**src/rtl/dly_cal_pkg.sv**
```systemverilog
// Shared definitions for the PLL fine-delay calibrator: tap geometry, run-length
// width, FSM state encoding and the window-centre helper.
package dly_cal_pkg;

    localparam int NUM_TAPS = 16;
    localparam int TAP_W    = 4;
    localparam int LEN_W    = 5;

    typedef enum logic [2:0] {
        IDLE    = 3'd0,
        SETTLE  = 3'd1,
        MEASURE = 3'd2,
        NEXT    = 3'd3,
        DECIDE  = 3'd4,
        LOCKED  = 3'd5,
        FAILED  = 3'd6
    } state_t;

    // Centre of a run starting at lo with length len, rounding towards the low tap.
    function automatic logic [TAP_W-1:0] centre_tap(input logic [TAP_W-1:0] lo,
                                                    input logic [LEN_W-1:0] len);
        logic [LEN_W-1:0] half;
        half = (len - 1'b1) >> 1;
        return lo + half[TAP_W-1:0];
    endfunction

endpackage

```
**src/rtl/dly_cal_window_tracker.sv**
```systemverilog
// Longest-run tracker over the swept taps. One pass bit arrives per tap in
// ascending tap order; the tracker keeps the run currently open and the best
// closed run. A run only replaces the best one when strictly longer, so on a
// tie the lowest-starting run is kept. The outputs already fold in a run that
// is still open, so the owner sees the final answer in the close cycle.
module dly_cal_window_tracker
    import dly_cal_pkg::*;
(
    input  logic             clk,
    input  logic             rst,
    input  logic             i_clear,
    input  logic             i_pass_vld,
    input  logic             i_pass,
    input  logic [TAP_W-1:0] i_tap,
    input  logic             i_close,
    output logic [TAP_W-1:0] o_best_lo,
    output logic [LEN_W-1:0] o_best_len
);

    logic [TAP_W-1:0] r_cur_lo;
    logic [LEN_W-1:0] r_cur_len;
    logic [TAP_W-1:0] r_best_lo;
    logic [LEN_W-1:0] r_best_len;
    logic             w_cur_better;

    assign w_cur_better = (r_cur_len > r_best_len);
    assign o_best_lo    = w_cur_better ? r_cur_lo  : r_best_lo;
    assign o_best_len   = w_cur_better ? r_cur_len : r_best_len;

    // Extend the open run on a pass; on a fail or at close, promote it if strictly longer.
    always_ff @(posedge clk) begin
        if (rst || i_clear) begin
            r_cur_lo   <= '0;
            r_cur_len  <= '0;
            r_best_lo  <= '0;
            r_best_len <= '0;
        end else if (i_pass_vld && i_pass) begin
            if (r_cur_len == '0) begin
                r_cur_lo <= i_tap;
            end
            r_cur_len <= r_cur_len + 1'b1;
        end else if (i_pass_vld || i_close) begin
            if (w_cur_better) begin
                r_best_lo  <= r_cur_lo;
                r_best_len <= r_cur_len;
            end
            r_cur_len <= '0;
        end
    end

endmodule

```
**src/rtl/dly_adj_calibrator.sv**
```systemverilog
// PLL fine-delay (DlyAdj) calibrator. On start, sweeps all 16 taps: each tap
// is held for SETTLE_CYCLES, then scored over SAMPLE_CYCLES from the pattern
// checker (pass = at least one compared word and no mismatch). The longest run
// of passing taps (lowest wins a tie) is parked on its centre when it is at
// least MIN_WINDOW long; otherwise the delay returns to DEFAULT_TAP.
// Optional feature macro: DLY_CAL_PASSMAP_EN adds pass_map[15:0], the per-tap
// pass bits of the last sweep.
// Handshake: start is a single-cycle request taken only in IDLE/LOCKED/FAILED;
// while busy it is ignored. done pulses for one cycle when the sweep ends.
module dly_adj_calibrator
    import dly_cal_pkg::*;
#(
    parameter int SETTLE_CYCLES = 16,
    parameter int SAMPLE_CYCLES = 64,
    parameter int MIN_WINDOW    = 3,
    parameter int DEFAULT_TAP   = 0
) (
    input  logic             clk,
    input  logic             rst,
    input  logic             start,
    input  logic             chk_valid,
    input  logic             chk_err,
    output logic [TAP_W-1:0] dly_adj,
    output logic             busy,
    output logic             done,
    output logic             locked,
    output logic             fail,
    output logic [TAP_W-1:0] win_lo,
    output logic [TAP_W-1:0] win_hi,
`ifdef DLY_CAL_PASSMAP_EN
    output logic [NUM_TAPS-1:0] pass_map,
`endif
    output state_t           dbg_state
);

    localparam int CNT_MAX = (SETTLE_CYCLES > SAMPLE_CYCLES) ? SETTLE_CYCLES : SAMPLE_CYCLES;
    localparam int CNT_W   = $clog2(CNT_MAX + 1);
    localparam logic [CNT_W-1:0] SETTLE_LAST = CNT_W'(SETTLE_CYCLES - 1);
    localparam logic [CNT_W-1:0] SAMPLE_LAST = CNT_W'(SAMPLE_CYCLES - 1);
    localparam logic [TAP_W-1:0] DEF_TAP     = TAP_W'(DEFAULT_TAP);
    localparam logic [TAP_W-1:0] LAST_TAP    = TAP_W'(NUM_TAPS - 1);
    localparam logic [LEN_W-1:0] MIN_LEN     = LEN_W'(MIN_WINDOW);

    state_t           r_state;
    state_t           w_next;
    logic             w_sweep_start;
    logic [CNT_W-1:0] r_cnt;
    logic [TAP_W-1:0] r_tap;
    logic             r_seen;
    logic             r_err;
    logic             r_locked;
    logic             r_fail;
    logic [TAP_W-1:0] r_win_lo;
    logic [TAP_W-1:0] r_win_hi;
    logic             w_tap_pass;
    logic             w_win_ok;
    logic [TAP_W-1:0] w_best_lo;
    logic [LEN_W-1:0] w_best_len;

    assign w_tap_pass = r_seen & ~r_err;
    assign w_win_ok   = (w_best_len >= MIN_LEN);

    assign dly_adj   = r_tap;
    assign locked    = r_locked;
    assign fail      = r_fail;
    assign win_lo    = r_win_lo;
    assign win_hi    = r_win_hi;
    assign dbg_state = r_state;

    dly_cal_window_tracker u_tracker (
        .clk        (clk),
        .rst        (rst),
        .i_clear    (w_sweep_start),
        .i_pass_vld (r_state == NEXT),
        .i_pass     (w_tap_pass),
        .i_tap      (r_tap),
        .i_close    (r_state == DECIDE),
        .o_best_lo  (w_best_lo),
        .o_best_len (w_best_len)
    );

    // State register.
    always_ff @(posedge clk) begin
        if (rst) begin
            r_state <= IDLE;
        end else begin
            r_state <= w_next;
        end
    end

    // Next-state decode plus the busy/done status derived from the current state.
    always_comb begin
        w_next        = r_state;
        w_sweep_start = 1'b0;
        busy          = 1'b0;
        done          = 1'b0;
        case (r_state)
            IDLE, LOCKED, FAILED: begin
                if (start) begin
                    w_next        = SETTLE;
                    w_sweep_start = 1'b1;
                end
            end
            SETTLE: begin
                busy = 1'b1;
                if (r_cnt == SETTLE_LAST) w_next = MEASURE;
            end
            MEASURE: begin
                busy = 1'b1;
                if (r_cnt == SAMPLE_LAST) w_next = NEXT;
            end
            NEXT: begin
                busy   = 1'b1;
                w_next = (r_tap == LAST_TAP) ? DECIDE : SETTLE;
            end
            DECIDE: begin
                busy   = 1'b1;
                done   = 1'b1;
                w_next = w_win_ok ? LOCKED : FAILED;
            end
            default: w_next = IDLE;
        endcase
    end

    // Phase counter: runs only while staying in SETTLE or MEASURE, restarts on every state change.
    always_ff @(posedge clk) begin
        if (rst) begin
            r_cnt <= '0;
        end else if ((r_state == SETTLE || r_state == MEASURE) && (w_next == r_state)) begin
            r_cnt <= r_cnt + 1'b1;
        end else begin
            r_cnt <= '0;
        end
    end

    // Per-tap score flags: cleared while settling, saturating while measuring.
    always_ff @(posedge clk) begin
        if (rst) begin
            r_seen <= 1'b0;
            r_err  <= 1'b0;
        end else if (r_state == SETTLE) begin
            r_seen <= 1'b0;
            r_err  <= 1'b0;
        end else if (r_state == MEASURE) begin
            if (chk_valid)            r_seen <= 1'b1;
            if (chk_valid && chk_err) r_err  <= 1'b1;
        end
    end

    // Tap select and calibration result: step taps during the sweep, park on the outcome at DECIDE.
    always_ff @(posedge clk) begin
        if (rst) begin
            r_tap    <= DEF_TAP;
            r_locked <= 1'b0;
            r_fail   <= 1'b0;
            r_win_lo <= '0;
            r_win_hi <= '0;
        end else if (w_sweep_start) begin
            r_tap    <= '0;
            r_locked <= 1'b0;
            r_fail   <= 1'b0;
            r_win_lo <= '0;
            r_win_hi <= '0;
        end else if (r_state == NEXT && r_tap != LAST_TAP) begin
            r_tap <= r_tap + 1'b1;
        end else if (r_state == DECIDE) begin
            if (w_win_ok) begin
                r_tap    <= centre_tap(w_best_lo, w_best_len);
                r_locked <= 1'b1;
                r_win_lo <= w_best_lo;
                r_win_hi <= w_best_lo + TAP_W'(w_best_len - 1'b1);
            end else begin
                r_tap  <= DEF_TAP;
                r_fail <= 1'b1;
            end
        end
    end

`ifdef DLY_CAL_PASSMAP_EN
    logic [NUM_TAPS-1:0] r_pass_map;

    assign pass_map = r_pass_map;

    // Record each tap's pass bit in its NEXT cycle; a new sweep starts from an empty map.
    always_ff @(posedge clk) begin
        if (rst || w_sweep_start) begin
            r_pass_map <= '0;
        end else if (r_state == NEXT) begin
            r_pass_map[r_tap] <= w_tap_pass;
        end
    end
`endif

endmodule
```
**config.mk**
```make
export PLATFORM = sky130hd
export DESIGN_NAME = dly_adj_calibrator
export DESIGN_NICKNAME = d
export VERILOG_FILES = /design/src/rtl/dly_cal_pkg.sv /design/src/rtl/dly_cal_window_tracker.sv /design/src/rtl/dly_adj_calibrator.sv
export SDC_FILE = /design/constraint.sdc
export NUM_CORES = 1
export LEC_CHECK = 0
export ABC_CLOCK_PERIOD_IN_PS = 9000
export BUFFER_PORTS_ARGS = -buffer_cell sky130_fd_sc_hd__buf_2
export CORE_UTILIZATION = 30
export DETAILED_ROUTE_END_ITERATION = 8
export PLACE_DENSITY = 0.48
export SLEW_MARGIN = 40
export SYNTH_ARGS = -nofsm -noshare
export SYNTH_HDL_FRONTEND = slang
export SYNTH_SLANG_ARGS = --single-unit
```
**constraint.sdc**
```tcl
create_clock -name clk -period 9 [get_ports clk]
set_clock_uncertainty 0.15 [all_clocks]
set_input_delay 0.9 -clock clk [delete_from_list [all_inputs] [get_ports clk]]
set_output_delay 0.9 -clock clk [all_outputs]
set_load 0.005 [all_outputs]
```
Word level (Yosys, flattened, before mapping)
Cells that the tools add are included.

operators by class
  add/subtract/negate cells = 6
  multipliers = 0
  div/mod/pow operators = 0
  order comparisons = 2
  equality and inequality tests = 11
  shifts and indexed selects = 0
  mux-type cells = 17
  bitwise logic cells = 6
  reduce and logical (&&, ||, !) cells = 22

operators by type and width
  operator                                              number
  two-way mux 4 bit                                     4
  two-way mux 5 bit                                     3
  one-hot mux 3 bit (5 select lines)                    1
  two-way mux 3 bit                                     4
  == test 3 bit (second input constant)                 3
  adder 4 bit                                           2
  AND reduction 2 bit                                   4
  adder 7 x 1 -> 7 bit (second input constant)          1
  == test 7 x 4 -> 1 bit (second input constant)        1
  == test 7 x 6 -> 1 bit (second input constant)        1
  == test 3 x 2 -> 1 bit (second input constant)        2
  AND reduction 3 bit                                   2
  OR reduction 2 bit                                    3
  adder 5 x 1 -> 5 bit (second input constant)          1
  >= comparator 5 x 2 -> 1 bit (second input constant)  1
  greater-than comparator 5 bit                         1
  logical NOT 5 bit                                     1
  NOT 1 bit                                             5
  subtractor 5 x 1 -> 5 bit (second input constant)     1
  adder 4 x 1 -> 4 bit (second input constant)          1
  == test 4 bit (second input constant)                 1
  logical AND 1 bit                                     4
  two-way mux 1 bit                                     4
  != test 4 bit (second input constant)                 1
  9 further kinds                                       12

word-level totals
  flip-flop bits (word level) = 44
  bits in latches = 0
  bits in writable memories = 0
  ROM bits = 0
  word-level logic and storage cells = 77
  memories kept = 0

Logic depth before layout (Yosys ltp)
Gate-level depths: netlist (run 1).

  word-level depth = 9
  mapped depth = 17

By module
A second synthesis (run 1) with hierarchy kept.

second synthesis, totals
  cells, all modules = 280
  area, all modules = 2457.4 sq um

modules (own cells, without submodules)
  module                  instances  cells an instance  area an instance (sq um)  sequential area each (sq um)
  dly_adj_calibrator      1          184                1510.2                    520.5
  dly_cal_window_tracker  1          96                 947.2                     360.3

Worst setup path after synthesis (run 1)
Ideal clock, no wire load.

  kind = reg2reg
  from = register u_tracker.r_best_len[3]
  to = register r_tap[3], in the netlist dly_adj[3]
  arrival time = 3.530 ns
  data required time = 8.788 ns
  slack = 5.257 ns
  cell stages (with the launch flop) = 17
  buffers on the path = 1
  clock period less this slack = 3.743 ns
  cells stage by stage = dfxtp_1 -> inv_1 -> ha_1 -> and3_1 -> o21ai_1 -> a32oi_2 -> buf_2 -> mux2i_1 -> ha_1 -> xnor2_1 -> ha_1 -> nand3_1 -> nand2_1 -> and3_1 -> o21a_1 -> or4b_1 -> nand3_1

on the way
  cells in the longest elaborated chain, start to end = 7
  elaborated cells on any way between the ends = 9
  those cells by class = add/sub (2); order compare (2); mux (5)

ends and longest elaborated chain
  item                           line                          source
  start, declared                dly_cal_window_tracker.sv:23  logic [LEN_W-1:0] r_best_len;
  start signal, assigned         dly_cal_window_tracker.sv:45  r_best_len <= r_cur_len;
  greater-than comparator 5 bit  dly_cal_window_tracker.sv:26  assign w_cur_better = (r_cur_len > r_best_len);
  two-way mux 5 bit              dly_cal_window_tracker.sv:28  assign o_best_len = w_cur_better ? r_cur_len : r_best_len;
  subtractor 5 x 1 -> 5 bit      -
  adder 4 bit                    dly_cal_pkg.sv:24             return lo + half[TAP_W-1:0];
  two-way mux 4 bit *            dly_adj_calibrator.sv:167     if (w_win_ok) begin
  two-way mux 4 bit *            dly_adj_calibrator.sv:166     end else if (r_state == DECIDE) begin
  two-way mux 4 bit *            dly_adj_calibrator.sv:164     end else if (r_state == NEXT && r_tap != LAST_TAP) begin
  end signal, assigned           dly_adj_calibrator.sv:165     r_tap <= r_tap + 1'b1;
  end signal, assigned           dly_adj_calibrator.sv:168     r_tap <= centre_tap(w_best_lo, w_best_len);
  end, declared                  dly_adj_calibrator.sv:48      logic [TAP_W-1:0] r_tap;

Mark *: on every way between the ends. The rest lies on a longest branch, timed or not. The select of a mux whose other input is x is not followed.
A chain may end at the register's enable or synchronous reset.

Worst setup path in the final report (run 1)
  from = register u_tracker.r_best_len[1]
  to = register r_tap[3], in the netlist dly_adj[3]

Same word-level chain as after synthesis.

==> results of run 1 <==
## sequential cells by signal (all words and copies together) (netlist names), 3 cells and up
register	cells
dbg_state	3
dly_adj	4
r_cnt	7
u_tracker.r_best_len	5
u_tracker.r_best_lo	4
u_tracker.r_cur_len	5
u_tracker.r_cur_lo	4
win_hi	4
win_lo	4
## cell families (layout without fill, tap and decap cells)
family                   after synthesis  count (layout)  synth area share [%]
adder cells (fa/ha/maj)               19              19                  10.0
flip-flops                            44              44                  35.0
multiplexers                          16              16                  6.55
buffers and inverters                 33              52                  5.76
AO/OA/AOI/OAI                         59              59                  15.6
XOR/XNOR                              15              15                  5.81
AND/OR/NAND/NOR                      112             112                  21.3
## synthesized netlist by cell type (6+ instances only)
library cell  number  area, µm²
inv_1             21       78.8
nand3_1            9       45.0
nand2_1           17       63.8
a21oi_1           21        105
ha_1              17        213
clkbuf_1           7       26.3
mux2i_1           15        150
xnor2_1            9       78.8
nor3_1             6       30.0
a211oi_1          11       82.6
nor2_1            52        195
dfxtp_1           44        881
## final cells by class
type | count | area [µm²]
clock buffers | 5 | 68.8
clock inverters | 3 | 42.5
repair buffers | 23 | 115
well taps | 105 | 131
fillers | 898 | 5360
inverters | 21 | 78.8
multi-input cells | 221 | 1500
flip-flops and latches | 44 | 881
## per-layer routing
layer,share of wire (%),track usage [%],routed length (µm)
met2,43,21.4,2420
met1,52,19.8,2890
met5,0,0,0
met3,3.9,2.91,217
met4,1.4,4.74,76
## power groups by stage
stage / Clock, mW / Sequential, mW / Combinational [mW]
floorplan: 0 / 0.200 / 0.0114
global placement: 0 / 0.201 / 0.0136
detailed placement: 0 / 0.201 / 0.0137
CTS: 0.160 / 0.197 / 0.0137
global route: 0.166 / 0.197 / 0.0152
finish: 0.153 / 0.197 / 0.0135
## through the flow
step	worst slack (ps)	hold slack, ps	util [%]	instances
after floorplan	5260	263	-	298
after global placement	4840	282	33.0	414
after detailed placement	4800	287	33.1	414
after CTS	4770	304	34.5	422
after global routing	4450	323	34.5	422
final	4760	296	34.5	422
## worst paths after layout
kind	slack (ps)	endpoint	start	cells past startpoint
max	4760	dly_adj[3]	u_tracker.r_best_len[1]	15
min	300	r_cnt[0]	r_cnt[0]	1
max reg2reg	4760	dly_adj[3]	u_tracker.r_best_len[1]	15
min reg2reg	300	r_cnt[0]	r_cnt[0]	1
==> summary.txt, run 1 <==
Drc violations - 0
Buf/Inv on CP - 1
Die Height - 93.7 µm
Cts repair resizes - 0
Post-synth EDFFs - 0
Net Count, Synth - 322
Crit-path cells - inv_1 -> ha_1 -> nor2b_1 -> o21ai_1 -> a32oi_2 -> mux2i_1 -> ha_1 -> xnor2_1 -> ha_1 -> nand3_1 -> nand2_1 -> and3_1 -> o21a_1 -> or4b_1 -> nand3_1
Cts hold-fix bufs - 0
Vias in the first global route - 1942
Synth cell types - 49
TNS Setup - 0 ps
RSZ-0062 raised after global routing - false
Max clock buf depth - 2
CTS HTree Levels - 2
CP dominant cell by count - ha_1
Main synth FF type - dfxtp_1
Initial antenna violation count - 0
Hold Crit Class - reg -> reg
Die Area - 8770 µm²
Initial drt markers - 78
Avg Cell Area, Syn - 8.46 µm²
Biggest cell delay along the critical path - 690 ps
Max Clk Rate - 0.236 GHz
PortBufs - 23
CP required - 9100 ps
Clk pin slew, worst setup/hold paths - 90 ps
Final wirelength - 5.61 mm
Standard-cell rows - 33
Routed WL per cell - 13.3 µm
CP Max Fanout - 13
Final Net Count - 340
Yosys warning total - 0
Largest net degree at the start of global routing - 29
Clock share of power - 42.1%
CP top delay family - simple AND/OR/NAND/NOR gates
Area growth from synthesis to layout - 11.9%
Post-route cell area - 2820 µm²
Final Cycle Share - 47.1%
Via Count - 2051
Switch share - 22.3%
Hold Fails Final Rpt - 0
Drt first pass iters - 4
Sw power - 0.0808 mW
Seq pwr share - 54.2%
Core outline area - 8180 µm²
Seq/Total Area, Yosys - 35.0%
Setup CP Type - reg -> reg
First-pass GRT wire length - 9.60 mm
Slowest stage cell, crit path - a32oi_2
Worst-margin pin slew - 836 ps
Max-slew violation count - 0
Pleak - 1.17 nW
Worst VDD drop - 60.1 µV
Synth Instances - 298
Most frequent cells in the layout - 52 x nor2_1, 44 x dfxtp_1, 23 x buf_2
CTS tree - done
Cell Pwr Density - 129 nW/µm²
Sink Count - 44
Worst skew pair latency - 300 ps
CP startpoint kind - flip-flop
Die Span X - 93.7 µm
Layout cells sized above 1 - 12.6%
Tmin final - 4240 ps
Synth Register Bits - 44
Total Routing Usage GR - 14.1%
Post-CTS Repair Setup Buffers - 0
Total overflow reported by the global router - 0
Worst setup EP type - flip-flop
Boundary pin count - 24
Drt via density - 4.86
Initial Util - 30.8%
Internal Power - 0.282 mW
Outcome - finished clean
Post-Synthesis Cell Area - 2520 µm²
Overall power - 0.363 mW
Arr. time, crit path - 4340 ps
Commonest non-fill, non-tap cell in the layout - nor2_1
Number of setup violations in the final report - 0
Number of max-cap violations - 0
Antenna Cells - 0
Combinational share of power - 3.7%
Post-route ant nets - 0
Synth async-reset ratio - 0%
Num CTS Buffers - 5
DPL Wire Length - 4.13 mm
Placed Area - 2710 µm²
Placer Congestion - 0.828
Worst slew margin - 44.3%
Root buf cell - clkbuf_8
Note: power is estimated with default switching activity, not from simulation.
==> run 2, diff against run 1 <==
--- a/config.mk
+++ b/config.mk
@@ -5,7 +5,7 @@
 export SDC_FILE = /design/constraint.sdc
 export NUM_CORES = 1
 export LEC_CHECK = 0
-export ABC_CLOCK_PERIOD_IN_PS = 9000
+export ABC_CLOCK_PERIOD_IN_PS = 4100
 export BUFFER_PORTS_ARGS = -buffer_cell sky130_fd_sc_hd__buf_2
 export CORE_UTILIZATION = 30
 export DETAILED_ROUTE_END_ITERATION = 8
==> constraint.sdc (replaced) <==
create_clock -name clk -period 4.1 [get_ports clk]
set_clock_uncertainty 0.15 [all_clocks]
set_input_delay 0.41 -clock clk [delete_from_list [all_inputs] [get_ports clk]]
set_output_delay 0.41 -clock clk [all_outputs]
set_load 0.005 [all_outputs]
==> summary.txt, run 2 (same netlist as run 1, synthesis figures left out) <==
Layout cells sized above 1 - 14.8%
Inst Count DP - 422
Initial Util - 30.8%
Antenna Cells - 0
Hold Fails Final Rpt - 0
Outcome - finished clean
Total overflow reported by the global router - 0
Standard-cell rows - 33
Largest regs - r_cnt (7), u_tracker.r_best_len (5), u_tracker.r_cur_len (5)
Largest register FFs - 7
Arr. time, crit path - 3930 ps
Number of setup violations in the final report - 0
Num CTS Buffers - 5
Overall power - 0.757 mW
Via Count - 2048
Hold Crit Class - in -> reg
Setup crit end - dly_adj[3]
Final Net Count - 348
Worst skew pair latency - 300 ps
Cell Pwr Density - 264 nW/µm²
Crit-path cells - inv_1 -> ha_1 -> and3_1 -> o21ai_1 -> a32oi_4 -> nor2_1 -> a21oi_1 -> ha_1 -> xnor2_1 -> ha_1 -> nand3_1 -> nand2_1 -> and3_1 -> o21a_1 -> or4b_1 -> nand3_1
DPL Wire Length - 4.19 mm
Area growth from synthesis to layout - 14.0%
Routed WL per cell - 13.1 µm
Worst setup EP type - flip-flop
Die Area - 8770 µm²
Largest Register - r_cnt
Initial antenna violation count - 0
Core outline area - 8180 µm²
Final Cycle Share - 93.6%
Post-route ant nets - 0
Pleak - 1.20 nW
Sink Count - 44
Initial drt markers - 88
Clk pin slew, worst setup/hold paths - 90 ps
Vias in the first global route - 1909
Total Routing Usage GR - 13.6%
CP startpoint kind - flip-flop
Non-Filler Instances - 430
Largest net degree at the start of global routing - 29
First-pass GRT wire length - 9.43 mm
Placer Congestion - 0.808
PortBufs - 23
Number of max-cap violations - 0
CP startpoint - u_tracker.r_best_len[3]
Worst slew margin - 62.1%
Tmin final - 3840 ps
Place WS - 257 ps
Final setup margin - 262 ps
CP required - 4190 ps
Die Height - 93.7 µm
Placed Area - 2760 µm²
Root buf cell - clkbuf_8
Post-route cell area - 2870 µm²
Drt via density - 4.76
CP dominant cell by count - ha_1
Max Clk Rate - 0.261 GHz
Commonest non-fill, non-tap cell in the layout - nor2_1
Worst-margin pin slew - 553 ps
Setup CP Type - reg -> reg
Slowest stage cell, crit path - or4b_1
Post-CTS Repair Setup Buffers - 0
R2R Setup Slk - 260 ps
Die Span X - 93.7 µm
Drt first pass iters - 4
Most frequent cells in the layout - 52 x nor2_1, 44 x dfxtp_1, 23 x buf_2
Worst VDD drop - 123 µV
Worst r2r path cells - 16
Worst reg2reg endpoint - dly_adj[3]
Boundary pin count - 24
CTS tree - done
Final wirelength - 5.63 mm
Max clock buf depth - 2
CP Max Fanout - 8
Worst r2r src - u_tracker.r_best_len[3]
Hold Slack - 240 ps
CTS HTree Levels - 2
Drc violations - 0
Max-slew violation count - 0
Biggest cell delay along the critical path - 490 ps
[run 2: cell types whose count changed in the layout (fill, tap and decap cells not counted)]
cell	change
a32oi_2	-1
clkinvlp_4	+1
clkinv_2	-1
bufinv_16	-1
a21o_1	+1
mux2i_1	-1
mux2i_2	+1
a21oi_4	-1
a21oi_2	+1
a21o_2	-1
buf_4	+8
a32oi_4	+1
clkbuf_8	+1
[run 2: layer usage]
layer | track usage (%) | share of wire [%]
met5 | 0 | 0
met4 | 3.08 | 0.98
met3 | 2.59 | 2.9
met2 | 21.3 | 44
met1 | 19.3 | 53
[run 2: how the worst min path moves through the flow]
stage | start | endpoint | slack, ps | cells after the start
3_3_place_gp | r_cnt[0] | r_cnt[0] | 280 | 1
5_1_grt | rst | dbg_state[0] | 240 | 2
4_1_cts | rst | dbg_state[1] | 230 | 2
3_5_place_dp | r_cnt[0] | r_cnt[0] | 280 | 1
2_1_floorplan | r_cnt[0] | r_cnt[0] | 260 | 1
6_report | rst | r_err | 240 | 2
[run 2: worst max-delay path, delay by kind of cell (launching register included)]
family                     cells  cell delay [ps]
and+or+nand+nor                7             1200
buffers and inverters          1               70
adders and majority gates      3              820
AOI/OAI and AO/OA              4              950
DFF                            1              380
xor gates and xnor gates       1              200
[run 2: report_power, final]
part           internal (mW)  total [mW]  switching (mW)
logic                 0.0113      0.0306          0.0193
registers              0.429       0.432         0.00328
clock network          0.137       0.295           0.158
total                  0.577       0.757           0.180
[run 2: per-stage QoR]
step                      setup TNS [ps]  util, %
after floorplan                        0        -
after global placement                 0     33.8
after detailed placement               0     33.8
after CTS                              0     35.0
after global routing               -23.0     35.1
final                                  0     35.1
[run 2: layout make-up]
class | instances | area [µm²]
Sequential cell | 44 | 881
Clock inverter | 2 | 15.0
Timing Repair Buffer | 31 | 175
Multi-Input combinational cell | 221 | 1510
Clock buffer | 6 | 82.6
Inverter | 21 | 78.8
Tap cell | 105 | 131
Fill cell | 872 | 5300
[run 2: timing repair]
item / CTS / global route
hold buffers: 0 / 0
gates resized for setup: 0 / 2
setup endpoints to repair: 0 / 1
==> run 3, diff against run 2 <==
--- a/config.mk
+++ b/config.mk
@@ -10,6 +10,7 @@
 export CORE_UTILIZATION = 30
 export DETAILED_ROUTE_END_ITERATION = 8
 export PLACE_DENSITY = 0.48
+export SETUP_SLACK_MARGIN = 0.5
 export SLEW_MARGIN = 40
 export SYNTH_ARGS = -nofsm -noshare
 export SYNTH_HDL_FRONTEND = slang
==> summary.txt, run 3 (same netlist as run 1, synthesis figures left out) <==
RSZ-0062 raised after global routing - false
Worst skew pair latency - 300 ps
Via Count - 2131
Initial drt markers - 63
CTS HTree Levels - 2
Initial Util - 30.8%
Commonest non-fill, non-tap cell in the layout - nor2_1
Pleak - 1.29 nW
Clock share of power - 38.5%
Max clock buf depth - 2
PortBufs - 23
TNS Setup - 0 ps
Vias in the first global route - 1998
Switch share - 23.2%
Die Area - 8770 µm²
Slowest stage cell, crit path - or4b_1
Number of setup violations in the final report - 0
Area growth from synthesis to layout - 23.0%
Core outline area - 8180 µm²
Total Routing Usage GR - 14.7%
Internal Power - 0.575 mW
Boundary pin count - 24
Arr. time, crit path - 3600 ps
Largest Register - r_cnt
Cell Pwr Density - 242 nW/µm²
Fillcell total - 885
Biggest cell delay along the critical path - 470 ps
Final Cycle Share - 85.5%
Worst setup EP type - flip-flop
Overall power - 0.749 mW
DPL Wire Length - 4.30 mm
Layout cells sized above 1 - 24.4%
Hold Crit Class - in -> reg
Sink Count - 44
Die Span X - 93.7 µm
Worst slew margin - 61.9%
Hold Fails Final Rpt - 0
Tmin final - 3500 ps
Antenna Cells - 0
Max-slew violation count - 0
Largest regs - r_cnt (7), u_tracker.r_best_len (5), u_tracker.r_cur_len (5)
Largest net degree at the start of global routing - 29
Crit-path cells - inv_2 -> ha_1 -> and3_4 -> o21ai_4 -> a32oi_4 -> mux2i_4 -> ha_2 -> xnor2_2 -> ha_1 -> nand3_1 -> nand2_1 -> and3_4 -> o21a_1 -> or4b_1 -> nand3_1
Drt via density - 4.83
First-pass GRT wire length - 9.98 mm
Fin util - 37.9%
Die Height - 93.7 µm
Sw power - 0.174 mW
Number of max-cap violations - 0
Initial antenna violation count - 0
Drt first pass iters - 6
Worst-margin pin slew - 572 ps
Final wirelength - 6.10 mm
Root buf cell - clkbuf_8
CP startpoint kind - flip-flop
Combinational share of power - 3.9%
Post-route ant nets - 0
CP Max Fanout - 5
Final Net Count - 359
CTS tree - done
R2R Setup Slk - 600 ps
Largest register FFs - 7
Routed WL per cell - 13.8 µm
Max Clk Rate - 0.285 GHz
Total overflow reported by the global router - 0
Seq pwr share - 57.6%
Setup CP Type - reg -> reg
Hold Slack - 225 ps
Outcome - finished clean
Placer Congestion - 0.886
Num CTS Buffers - 5
Drc violations - 0
Worst VDD drop - 152 µV
Most frequent cells in the layout - 52 x nor2_1, 37 x dfxtp_1, 23 x buf_2
Standard-cell rows - 33
Clk pin slew, worst setup/hold paths - 80 ps
CP required - 4190 ps
==> run 3: changes by cell type in the layout (fill, tap and decap cells not counted), moves of 3 or more <==
cell	change
dfxtp_2	+6
buf_4	+9
mux2i_4	+3
ha_4	+3
ha_1	-4
dfxtp_1	-7
a21oi_1	-3
==> run 3: final cells by class <==
class	instances	area, µm²	area share [%]
Inverter	21	78.8	2.54
Tap cell	105	131	4.24
Timing Repair Buffer	42	265	8.56
Clock inverter	1	7.51	0.242
Multi-Input combinational cell	221	1640	52.9
Clock buffer	7	86.3	2.78
Sequential cell	44	892	28.8
==> run 3: worst paths after layout <==
path                                         startpoint    endpoint  cells past startpoint
worst min register to register                 r_cnt[0]    r_cnt[0]                      1
worst min-delay path                                rst      r_seen                      2
worst max-delay path            u_tracker.r_best_len[2]  dly_adj[3]                     15
worst max register to register  u_tracker.r_best_len[2]  dly_adj[3]                     15
==> run 3: metal layers <==
metal | GRT usage, % | vias to the layer above | share of wire [%]
li1 | - | 1104 | -
met1 | 19.9 | 988 | 51
met2 | 23.7 | 29 | 45
met3 | 2.83 | 10 | 2.7
met4 | 4.62 | 0 | 1.8
met5 | 0 | - | 0
==> run 3: critical path, delay by kind of cell, from the launching register on <==
kind	cells	cell delay (ps)
compound gates	3	570
fa+ha+maj	3	770
simple gates	6	1110
xor+xnor	1	140
flops	1	350
buf+inv	1	50
mux	1	310
==> run 3: timing repair <==
action	4_1_cts	5_1_grt
endpoints found under the setup margin	2	8
pin swaps	2	5
gates resized for setup	9	21
hold buffers	0	0
setup buffers	6	6
==> run 3: per-stage QoR <==
step	cell area, µm²	setup WS [ps]	std cells
2_1_floorplan	2540	514	298
3_3_place_gp	2770	389	421
3_5_place_dp	2770	261	421
4_1_cts	2970	514	435
5_1_grt	3100	470	441
6_report	3100	596	441
==> run 3: power by group through the flow <==
stage	clock network, mW	registers, mW	logic [mW]
2_1_floorplan	0	0.439	0.0250
3_3_place_gp	0	0.442	0.0299
3_5_place_dp	0	0.442	0.0299
4_1_cts	0.304	0.432	0.0301
5_1_grt	0.312	0.432	0.0334
6_report	0.289	0.431	0.0292
